<file path="config.mk">
export PLATFORM = sky130hd
export DESIGN_NAME = beat_timing_gen_flat
export DESIGN_NICKNAME = d
export VERILOG_FILES = /design/src/rtl/cpu_timing_pkg.sv /design/src/rtl/beat_timing_gen_if.sv /design/src/rtl/qd_debounce.sv /design/src/rtl/beat_timing_gen.sv /design/src/flat_wrapper.sv
export SDC_FILE = /design/constraint.sdc
export NUM_CORES = 1
export LEC_CHECK = 0
export CAP_MARGIN = 20
export CORE_UTILIZATION = 30
export DETAILED_ROUTE_END_ITERATION = 7
export HOLD_SLACK_MARGIN = 0.05
export PLACE_DENSITY = 0.58
export SYNTH_ARGS = -nofsm -noshare
export SYNTH_HDL_FRONTEND = slang
export SYNTH_SLANG_ARGS = --single-unit
</file>
<file path="constraint.sdc">
create_clock -name CLK -period 2.67 [get_ports CLK]
set_input_delay 0.267 -clock CLK [delete_from_list [all_inputs] [get_ports CLK]]
set_output_delay 0.267 -clock CLK [all_outputs]
set_load 0.01 [all_outputs]
</file>
<file path="src/rtl/cpu_timing_pkg.sv">
// Shared timing constants for the hardwired controller: one-hot beat codes,
// phase ring encodings and the beat sequencing rule.
package cpu_timing_pkg;

  localparam logic [2:0] BEAT_W1 = 3'b001;
  localparam logic [2:0] BEAT_W2 = 3'b010;
  localparam logic [2:0] BEAT_W3 = 3'b100;

  localparam int PH_T1 = 0;
  localparam int PH_T2 = 1;
  localparam int PH_T3 = 2;
  localparam int PH_T4 = 3;

  localparam logic [3:0] PHASE_T1 = 4'(1 << PH_T1);
  localparam logic [3:0] PHASE_T2 = 4'(1 << PH_T2);
  localparam logic [3:0] PHASE_T3 = 4'(1 << PH_T3);
  localparam logic [3:0] PHASE_T4 = 4'(1 << PH_T4);

  typedef enum logic {
    ST_HALT = 1'b0,
    ST_RUN  = 1'b1
  } run_state_e;

  // Any non-one-hot beat (upset) recovers to W1 on the next advance.
  function automatic logic [2:0] next_beat(input logic [2:0] w,
                                           input logic       short_req,
                                           input logic       long_req);
    logic [2:0] nb;
    nb = BEAT_W1;
    case (w)
      BEAT_W1: nb = short_req ? BEAT_W1 : BEAT_W2;
      BEAT_W2: nb = long_req  ? BEAT_W3 : BEAT_W1;
      default: nb = BEAT_W1;
    endcase
    return nb;
  endfunction

endpackage

</file>
<file path="src/rtl/beat_timing_gen_if.sv">
// Controller-facing bundle: cycle-length/stop requests in, beat and phase ring out.
interface beat_timing_gen_if;
  logic       SHORT;
  logic       LONG;
  logic       STOP;
  logic       T1;
  logic       T2;
  logic       T3;
  logic       T4;
  logic [2:0] W;
  logic       RUN;

  modport master (
    input  SHORT, LONG, STOP,
    output T1, T2, T3, T4, W, RUN
  );

  modport slave (
    output SHORT, LONG, STOP,
    input  T1, T2, T3, T4, W, RUN
  );
endinterface

</file>
<file path="src/rtl/qd_debounce.sv">
// Start-button conditioning: synchroniser, saturating debounce counter and a
// single-cycle press pulse that re-arms only after the button is released.
module qd_debounce #(
  parameter int SYNC_STAGES = 2,
  parameter int DEBOUNCE    = 4
) (
  input  logic CLK,
  input  logic CLR,
  input  logic QD,
  output logic PRESS
);
  localparam int             CNT_W   = $clog2(DEBOUNCE + 1);
  localparam logic [CNT_W-1:0] CNT_MAX = CNT_W'(DEBOUNCE);

  logic [SYNC_STAGES-1:0] sync;
  logic [CNT_W-1:0]       cnt;
  logic                   fired;
  logic                   qd_s;

  assign qd_s  = sync[SYNC_STAGES-1];
  assign PRESS = qd_s && (cnt == CNT_MAX) && !fired;

  always_ff @(posedge CLK or negedge CLR) begin
    if (!CLR) begin
      sync  <= '0;
      cnt   <= '0;
      fired <= 1'b0;
    end else begin
      sync <= {sync[SYNC_STAGES-2:0], QD};
      if (!qd_s) begin
        cnt   <= '0;
        fired <= 1'b0;
      end else begin
        if (cnt != CNT_MAX) cnt <= cnt + 1'b1;
        // Latch the pulse so a held button yields exactly one press.
        if (PRESS) fired <= 1'b1;
      end
    end
  end

endmodule

</file>
<file path="src/rtl/beat_timing_gen.sv">
// Beat (W1..W3) and four-phase ring (T1..T4) generator for the hardwired
// controller; started by a debounced QD press, shaped by SHORT/LONG/STOP.
module beat_timing_gen
  import cpu_timing_pkg::*;
#(
  parameter int SYNC_STAGES = 2,
  parameter int DEBOUNCE    = 4
) (
  input  logic              CLK,
  input  logic              CLR,
  input  logic              QD,
  beat_timing_gen_if.master bus
);
  run_state_e state;
  logic [3:0] t;
  logic [2:0] w;
  logic       press;

  qd_debounce #(
    .SYNC_STAGES(SYNC_STAGES),
    .DEBOUNCE   (DEBOUNCE)
  ) u_deb (
    .CLK  (CLK),
    .CLR  (CLR),
    .QD   (QD),
    .PRESS(press)
  );

  always_ff @(posedge CLK or negedge CLR) begin
    if (!CLR) begin
      state <= ST_HALT;
      t     <= '0;
      w     <= BEAT_W1;
    end else begin
      case (state)
        ST_HALT: begin
          if (press) begin
            state <= ST_RUN;
            t     <= PHASE_T1;
          end
        end
        ST_RUN: begin
          // Requests matter only on the edge that closes T4; a press is ignored.
          case (t)
            PHASE_T1: t <= PHASE_T2;
            PHASE_T2: t <= PHASE_T3;
            PHASE_T3: t <= PHASE_T4;
            PHASE_T4: begin
              w <= next_beat(w, bus.SHORT, bus.LONG);
              if (bus.STOP) begin
                state <= ST_HALT;
                t     <= '0;
              end else begin
                t <= PHASE_T1;
              end
            end
            default: t <= PHASE_T1;
          endcase
        end
      endcase
    end
  end

  assign bus.T1  = t[PH_T1];
  assign bus.T2  = t[PH_T2];
  assign bus.T3  = t[PH_T3];
  assign bus.T4  = t[PH_T4];
  assign bus.W   = w;
  assign bus.RUN = (state == ST_RUN);

endmodule

</file>
<file path="src/flat_wrapper.sv">
// flat-port wrapper written by rule: the top's interface ports become plain ports
module beat_timing_gen_flat import cpu_timing_pkg::*;
#(
  parameter int SYNC_STAGES = 2,
  parameter int DEBOUNCE    = 4
)
  (CLK, CLR, QD, bus_SHORT, bus_LONG, bus_STOP, bus_T1, bus_T2, bus_T3, bus_T4, bus_W, bus_RUN);
  beat_timing_gen_if bus_i ();
  input  logic CLK;
  input  logic CLR;
  input  logic QD;
  input wire logic [$bits(bus_i.SHORT)-1:0] bus_SHORT;
  input wire logic [$bits(bus_i.LONG)-1:0] bus_LONG;
  input wire logic [$bits(bus_i.STOP)-1:0] bus_STOP;
  output wire logic [$bits(bus_i.T1)-1:0] bus_T1;
  output wire logic [$bits(bus_i.T2)-1:0] bus_T2;
  output wire logic [$bits(bus_i.T3)-1:0] bus_T3;
  output wire logic [$bits(bus_i.T4)-1:0] bus_T4;
  output wire logic [$bits(bus_i.W)-1:0] bus_W;
  output wire logic [$bits(bus_i.RUN)-1:0] bus_RUN;
  assign bus_i.SHORT = bus_SHORT;
  assign bus_i.LONG = bus_LONG;
  assign bus_i.STOP = bus_STOP;
  assign bus_T1 = bus_i.T1;
  assign bus_T2 = bus_i.T2;
  assign bus_T3 = bus_i.T3;
  assign bus_T4 = bus_i.T4;
  assign bus_W = bus_i.W;
  assign bus_RUN = bus_i.RUN;
  beat_timing_gen #(.SYNC_STAGES(SYNC_STAGES), .DEBOUNCE(DEBOUNCE)) u_core (.CLK(CLK), .CLR(CLR), .QD(QD), .bus(bus_i));
endmodule
</file>
==> impl_metrics.py, run 1 <==
metrics = {
    "status": {
        "outcome": "completed",
    },
    "hold_path": {
        "holdPathEnd": "u_core.u_deb.sync[1]$_DFF_PN0_",
        "hold_path.class": "flop to flop",
        "worstHoldStart": "u_core.u_deb.sync[0]$_DFF_PN0_",
        "hold_depth": 0,
    },
    "timing": {
        "slew_violations": 0,
        "setup_viol": 0,
        "rsz0062_at_grt": "no",
        "fmax_ghz": 0.615,
        "fin_setup_tns_ns": 0,
        "period_needed_ns": 1.63,
        "hold_viol": 0,
        "relSlewSlack_pct": 59.1,
        "fin_skew_ns": 0.00190,
        "finalCritPeriodShare_pct": 60.9,
        "worst_slew_pin_slew_ns": 0.611,
    },
    "yosys": {
        "synth_edf_count": 0,
        "synth_nets": 64,
        "netlist-cell-type-count": 28,
        "synth_top_family_by_area": "simple AND/OR/NAND/NOR gates",
        "synthFlopType": "dfrtp_1",
        "seq_area_frac_synth_pct": 55.0,
        "syn_avg_cell_area_sq_um": 11.4,
        "synth_warnings": 0,
        "synthXorXnorAreaFrac_pct": 1.37,
        "synth_compound_area_share_pct": 17.0,
        "synthMuxAreaShare_pct": 1.57,
        "syn_inst": 56,
        "syn-cell-area_sq_um": 639,
        "synth-simple-area-share_pct": 17.6,
        "ys_ff_latch": 14,
        "async_reset_ff_share_pct": 100,
        "synth_adder_area_share_pct": 3.91,
    },
    "global_routing": {
        "grt_pass1_vias": 419,
        "track_usage_pct": 11.9,
        "antenna_found_initial": 0,
        "grt_max_degree": 15,
        "overflow": 0,
        "grt_first_pass_wirelength_mm": 1.77,
    },
    "setup_path": {
        "start_kind": "flop",
        "crit_required_ns": 2.40,
        "timing.rr.end": "u_core.t[0]$_DFFE_PN0P_",
        "reg2reg_from": "u_core.u_deb.cnt[0]$_DFFE_PN0P_",
        "cp.arrival_ns": 1.36,
        "path_cells": "clkdlybuf4s50_1",
        "cp_top_family": "flip-flops",
        "path_max_fanout": 4,
        "regToRegSetupSlack_ns": 1.26,
        "worstSetupPathType": "flop to output pin",
        "endpoint_kind": "output pin",
        "slowest_delay_ns": 0.55,
        "path_buf_inv": 1,
        "r2r_cells": 4,
        "cp_slowest_cell": "dfstp_2",
    },
    "cts": {
        "path_clk_slew_ns": 0.08,
        "postCtsSetupBuffers": 0,
        "h-tree-depth": 1,
        "cts_buffers": 3,
        "cts_resized": 0,
        "clock-sinks": 14,
        "cts_buffer_depth": 2,
        "insertion_delay_ns": 0.27,
        "ctsRootBufferMaster": "clkbuf_4",
        "cts_hold_buf": 0,
        "cts_tree": "built",
    },
    "floorplan": {
        "fp.dieW_um": 48.2,
        "rows": 16,
        "die_area_sq_um": 2320,
        "die_y_um": 48.2,
        "io_pins": 14,
        "core_area_sq_um": 1980,
        "start_util_pct": 32.3,
    },
    "pwr": {
        "power.leakage_nw": 0.359,
        "powerDensity_nw_per_um2": 1010,
        "vdd_ir_drop_max_mv": 0.538,
    },
    "detailed_routing": {
        "drt_iter0_markers": 4,
        "routed_wl_mm": 1.14,
        "viasPerCell": 4.77,
        "post_drt_wl_per_cell_um": 11.4,
        "detail-route-antenna-nets": 0,
        "vias": 477,
        "first_pass_iters": 3,
        "post-route-drc-count": 0,
    },
    "finish": {
        "antennaDiodeCount": 0,
        "mostFrequentLayoutCells": "clkdlybuf4s50_1 (13), dfrtp_1 (13), inv_1 (6)",
        "layout-drive-gt1-share_pct": 11.0,
        "finalInstanceArea_sq_um": 840,
        "finalNetCount": 82,
        "syn2layout_area_growth_pct": 31.3,
    },
    "placed_design": {
        "gp_congestion": 0.656,
        "place_hpwl_um": 843,
        "post_dp_cell_area_sq_um": 803,
        "io_buffers": 13,
    },
    "flow_run": {
        "drv_cap": 0,
    },
}
flip-flops by register name, summed over array words and instances, names as in the netlist:
register / count
u_core.t: 4
u_core.bus.RUN: 1
u_core.bus.W: 3
u_core.u_deb.fired: 1
u_core.u_deb.sync: 2
u_core.u_deb.cnt: 3
report_power, final:
part / total [mW] / leakage [nW] / switching, mW / internal [mW]
clock network: 0.148 / 0.0210 / 0.0646 / 0.0829
registers: 0.372 / 0.174 / 0.0899 / 0.282
logic: 0.331 / 0.164 / 0.127 / 0.204
total: 0.850 / 0.359 / 0.281 / 0.569
cells by family (layout without fill, tap and decap cells):
group,Yosys count,count (layout)
flops,14,14
compound gates,15,15
mux,1,1
xor+xnor,1,1
simple gates,17,17
buf+inv,6,23
fa+ha+maj,2,2
metrics by stage:
stage | instances | power (mW) | utilization [%] | setup WS (ns) | hold slack (ns)
CTS | 100 | 0.866 | 42.4 | 1.02 | 0.360
global placement | 96 | 0.708 | 40.5 | 1.26 | 0.337
global route | 100 | 0.925 | 42.4 | 0.972 | 0.373
detailed placement | 96 | 0.711 | 40.5 | 1.23 | 0.340
finish | 100 | 0.850 | 42.4 | 1.04 | 0.356
floorplan | 56 | 0.549 | - | 1.44 | -0.0286
final cells by class:
| cell class | count | area [sq um] |
|---|---|---|
| inverters | 6 | 22.5 |
| well taps | 27 | 33.8 |
| multi-input cells | 36 | 265 |
| flip-flops and latches | 14 | 352 |
| repair buffers | 13 | 130 |
| clock buffers | 4 | 36.3 |
| fillers | 181 | 1140 |
cells in the mapped netlist, drive strengths merged (2+ instances only):
library cell / count / area [sq um]
a21oi: 2 / 10.0
o22a: 3 / 26.3
a21boi: 2 / 15.0
dfrtp: 13 / 325
nor4: 2 / 12.5
nand2: 4 / 15.0
ha: 2 / 25.0
inv: 6 / 22.5
a31oi: 2 / 12.5
and2: 2 / 15.0
nand3: 2 / 10.0
how the worst max path moves through the flow:
stage | cells past startpoint | slack [ns] | endpoint | start
2_1_floorplan | 4 | 1.44 | u_core.t[0]$_DFFE_PN0P_ | u_core.u_deb.cnt[0]$_DFFE_PN0P_
3_3_place_gp | 4 | 1.26 | u_core.t[0]$_DFFE_PN0P_ | u_core.u_deb.cnt[0]$_DFFE_PN0P_
3_5_place_dp | 4 | 1.23 | u_core.bus.W[0]$_DFFE_PN1P_ | bus_SHORT
4_1_cts | 1 | 1.02 | bus_W[0] | u_core.bus.W[0]$_DFFE_PN1P_
5_1_grt | 1 | 0.97 | bus_W[0] | u_core.bus.W[0]$_DFFE_PN1P_
6_report | 1 | 1.04 | bus_W[0] | u_core.bus.W[0]$_DFFE_PN1P_
worst register-to-register path, stage by stage, from the launching register on:
cell	delay (ns)
dfrtp_1	0.35
inv_1	0.07
ha_1	0.24
a41oi_1	0.45
a221oi_1	0.17
routing by layer:
layer	routed length (um)	track usage [%]
met1	555	13.9
met2	509	17.9
met3	63	5.56
met4	13	6.67
met5	0	0
Note: power is estimated with default switching activity, not from simulation.
==> inputs of run 2 (changes only) <==
- PLACE_DENSITY: 0.58 -> 0.6
- clock period: 2.67 -> 1.4 ns (I/O delays scaled with it)
==> run 2 against run 1 <==
  * Cell count grew 8.0%
  * Wire length grew 15%
  * Cell area grew 8.8%
  * Via count grew 6.7%
  * Utilization grew 3.7 points
  * Flip-flop and latch count is the same
  * Critical path type unchanged
  * Critical endpoint is now bus_RUN
  * Largest cell class unchanged
==> impl_metrics.py, run 2 (synthesis gave the netlist of run 1 again) <==
metrics = {
    "status": {
        "outcome": "completed",
    },
    "cts": {
        "path_clk_slew_ns": 0.08,
        "ctsRootBufferMaster": "clkbuf_4",
        "cts_buffer_depth": 2,
        "cts_tree": "built",
        "cts_buffers": 3,
        "insertion_delay_ns": 0.28,
        "cts_hold_buf": 0,
        "h-tree-depth": 1,
        "clock-sinks": 14,
    },
    "global_routing": {
        "track_usage_pct": 11.7,
        "grt_first_pass_wirelength_mm": 1.77,
        "antenna_found_initial": 0,
        "grt_max_degree": 15,
        "grt_pass1_vias": 406,
        "overflow": 0,
    },
    "timing": {
        "worst_slew_pin_slew_ns": 0.380,
        "fmax_ghz": 0.748,
        "fin_skew_ns": 0.00386,
        "fin_setup_tns_ns": 0,
        "hold_viol": 0,
        "setup_viol": 0,
        "finalCritPeriodShare_pct": 95.5,
        "worst_slack_ns": 0.0627,
        "relSlewSlack_pct": 74.4,
        "hold-worst-slack_ns": 0.156,
        "rsz0062_at_grt": "no",
        "period_needed_ns": 1.34,
        "slew_violations": 0,
    },
    "detailed_routing": {
        "vias": 509,
        "viasPerCell": 4.71,
        "met2_length_um": 611,
        "post_drt_wl_per_cell_um": 12.1,
        "detail-route-antenna-nets": 0,
        "drt_iter0_markers": 6,
        "wl_met1_um": 618,
        "met3_length_um": 60,
        "routed_wl_mm": 1.31,
        "highest_layer": "met4",
        "post-route-drc-count": 0,
        "first_pass_iters": 4,
    },
    "placed_design": {
        "pre_cts_ws_ns": 0.0939,
        "place_hpwl_um": 821,
        "gp_congestion": 0.645,
        "io_buffers": 13,
        "dp.cells": 99,
    },
    "setup_path": {
        "reg2reg_from": "u_core.u_deb.cnt[0]$_DFFE_PN0P_",
        "timing.rr.end": "u_core.t[0]$_DFFE_PN0P_",
        "endpoint_kind": "output pin",
        "path_max_fanout": 2,
        "r2r_cells": 5,
        "cp_top_family": "buffers and inverters",
        "path_cells": "clkdlybuf4s50_1",
        "slowest_delay_ns": 0.54,
        "cp.arrival_ns": 1.20,
        "start_kind": "flop",
        "cp_slowest_cell": "clkdlybuf4s50_1",
        "regToRegSetupSlack_ns": 0.12,
        "worstSetupPathType": "flop to output pin",
        "path_buf_inv": 1,
        "crit_required_ns": 1.26,
    },
    "floorplan": {
        "core_area_sq_um": 1980,
        "start_util_pct": 32.3,
        "fp.dieW_um": 48.2,
        "die_area_sq_um": 2320,
        "rows": 16,
        "die_y_um": 48.2,
        "io_pins": 14,
    },
    "pwr": {
        "powerDensity_nw_per_um2": 1960,
        "power.leakage_nw": 0.429,
        "p_total_mw": 1.79,
        "vdd_ir_drop_max_mv": 1.08,
    },
    "flow_run": {
        "drv_cap": 0,
    },
    "finish": {
        "mostFrequentLayoutCells": "clkdlybuf4s50_1 (10), dfrtp_1 (10), buf_4 (8)",
        "finalNetCount": 90,
        "top_register": "u_core.t",
        "layout-drive-gt1-share_pct": 24.7,
        "syn2layout_area_growth_pct": 42.9,
        "antennaDiodeCount": 0,
        "multi_input_area_sq_um": 272,
        "largest_reg_flops": 4,
        "seq_area_sq_um": 355,
        "fillers": 191,
        "fin_cells": 108,
    },
    "hold_path": {
        "hold_path.class": "primary input to asynchronous set/reset pin",
    },
}
==> run 2: cell count changes in the layout (fill, tap and decap cells not counted), moves of 2 or more <==
cell and change:
buf_4 +8, clkdlybuf4s50_1 -3, dfrtp_1 -3, dfrtp_2 +3, dlymetal6s2s_1 +2
==> run 2: final cells by class <==
cell class | instances | area share (%)
Sequential cell | 14 | 38.9
Tap cell | 27 | 3.70
Clock buffer | 4 | 3.97
Inverter | 6 | 2.47
Timing Repair Buffer | 21 | 21.2
Multi-Input combinational cell | 36 | 29.7
==> run 2: through the flow <==
step | area (sq um) | utilization, %
after CTS | 902 | 45.5
after global routing | 913 | 46.1
after floorplan | 639 | -
after global placement | 826 | 41.7
final | 913 | 46.1
after detailed placement | 826 | 41.7
==> run 2: worst max-delay path by stage <==
stage                                    startpoint                           to  slack (ns)  cells after the start
floorplan           u_core.u_deb.cnt[0]$_DFFE_PN0P_      u_core.t[0]$_DFFE_PN0P_        0.17                      4
global placement                          bus_SHORT  u_core.bus.W[0]$_DFFE_PN1P_        0.07                      4
detailed placement                        bus_SHORT  u_core.bus.W[0]$_DFFE_PN1P_        0.09                      4
CTS                     u_core.bus.W[2]$_DFFE_PN0P_                     bus_W[2]        0.01                      1
global route        u_core.u_deb.cnt[0]$_DFFE_PN0P_      u_core.t[0]$_DFFE_PN0P_        0.01                      5
finish                     u_core.bus.RUN$_DFF_PN0_                      bus_RUN        0.06                      1
==> run 2: what timing repair did <==
| action | in CTS | in global routing |
|---|---|---|
| setup buffers | 5 | 0 |
| endpoints found under the setup margin | 6 | 3 |
| gates resized for setup | 4 | 3 |
==> run 2: metal layers <==
metal	GRT usage, %	up-vias
met4	5.00	0
li1	-	258
met5	0	-
met1	17.4	237
met3	5.56	4
met2	13.9	10
==> run 2: where the power goes <==
part | switching, mW | leakage (nW) | internal, mW | total, mW
Combinational | 0.379 | 0.237 | 0.491 | 0.870
Sequential | 0.0926 | 0.170 | 0.545 | 0.638
Clock | 0.126 | 0.0210 | 0.158 | 0.284
Total | 0.597 | 0.429 | 1.19 | 1.79
==> inputs of run 3 (changes only) <==
- SKIP_LAST_GASP: not set -> 1
==> results of run 3 <==
Same layout as run 2: the final DEF is identical, and so are final timing and power.
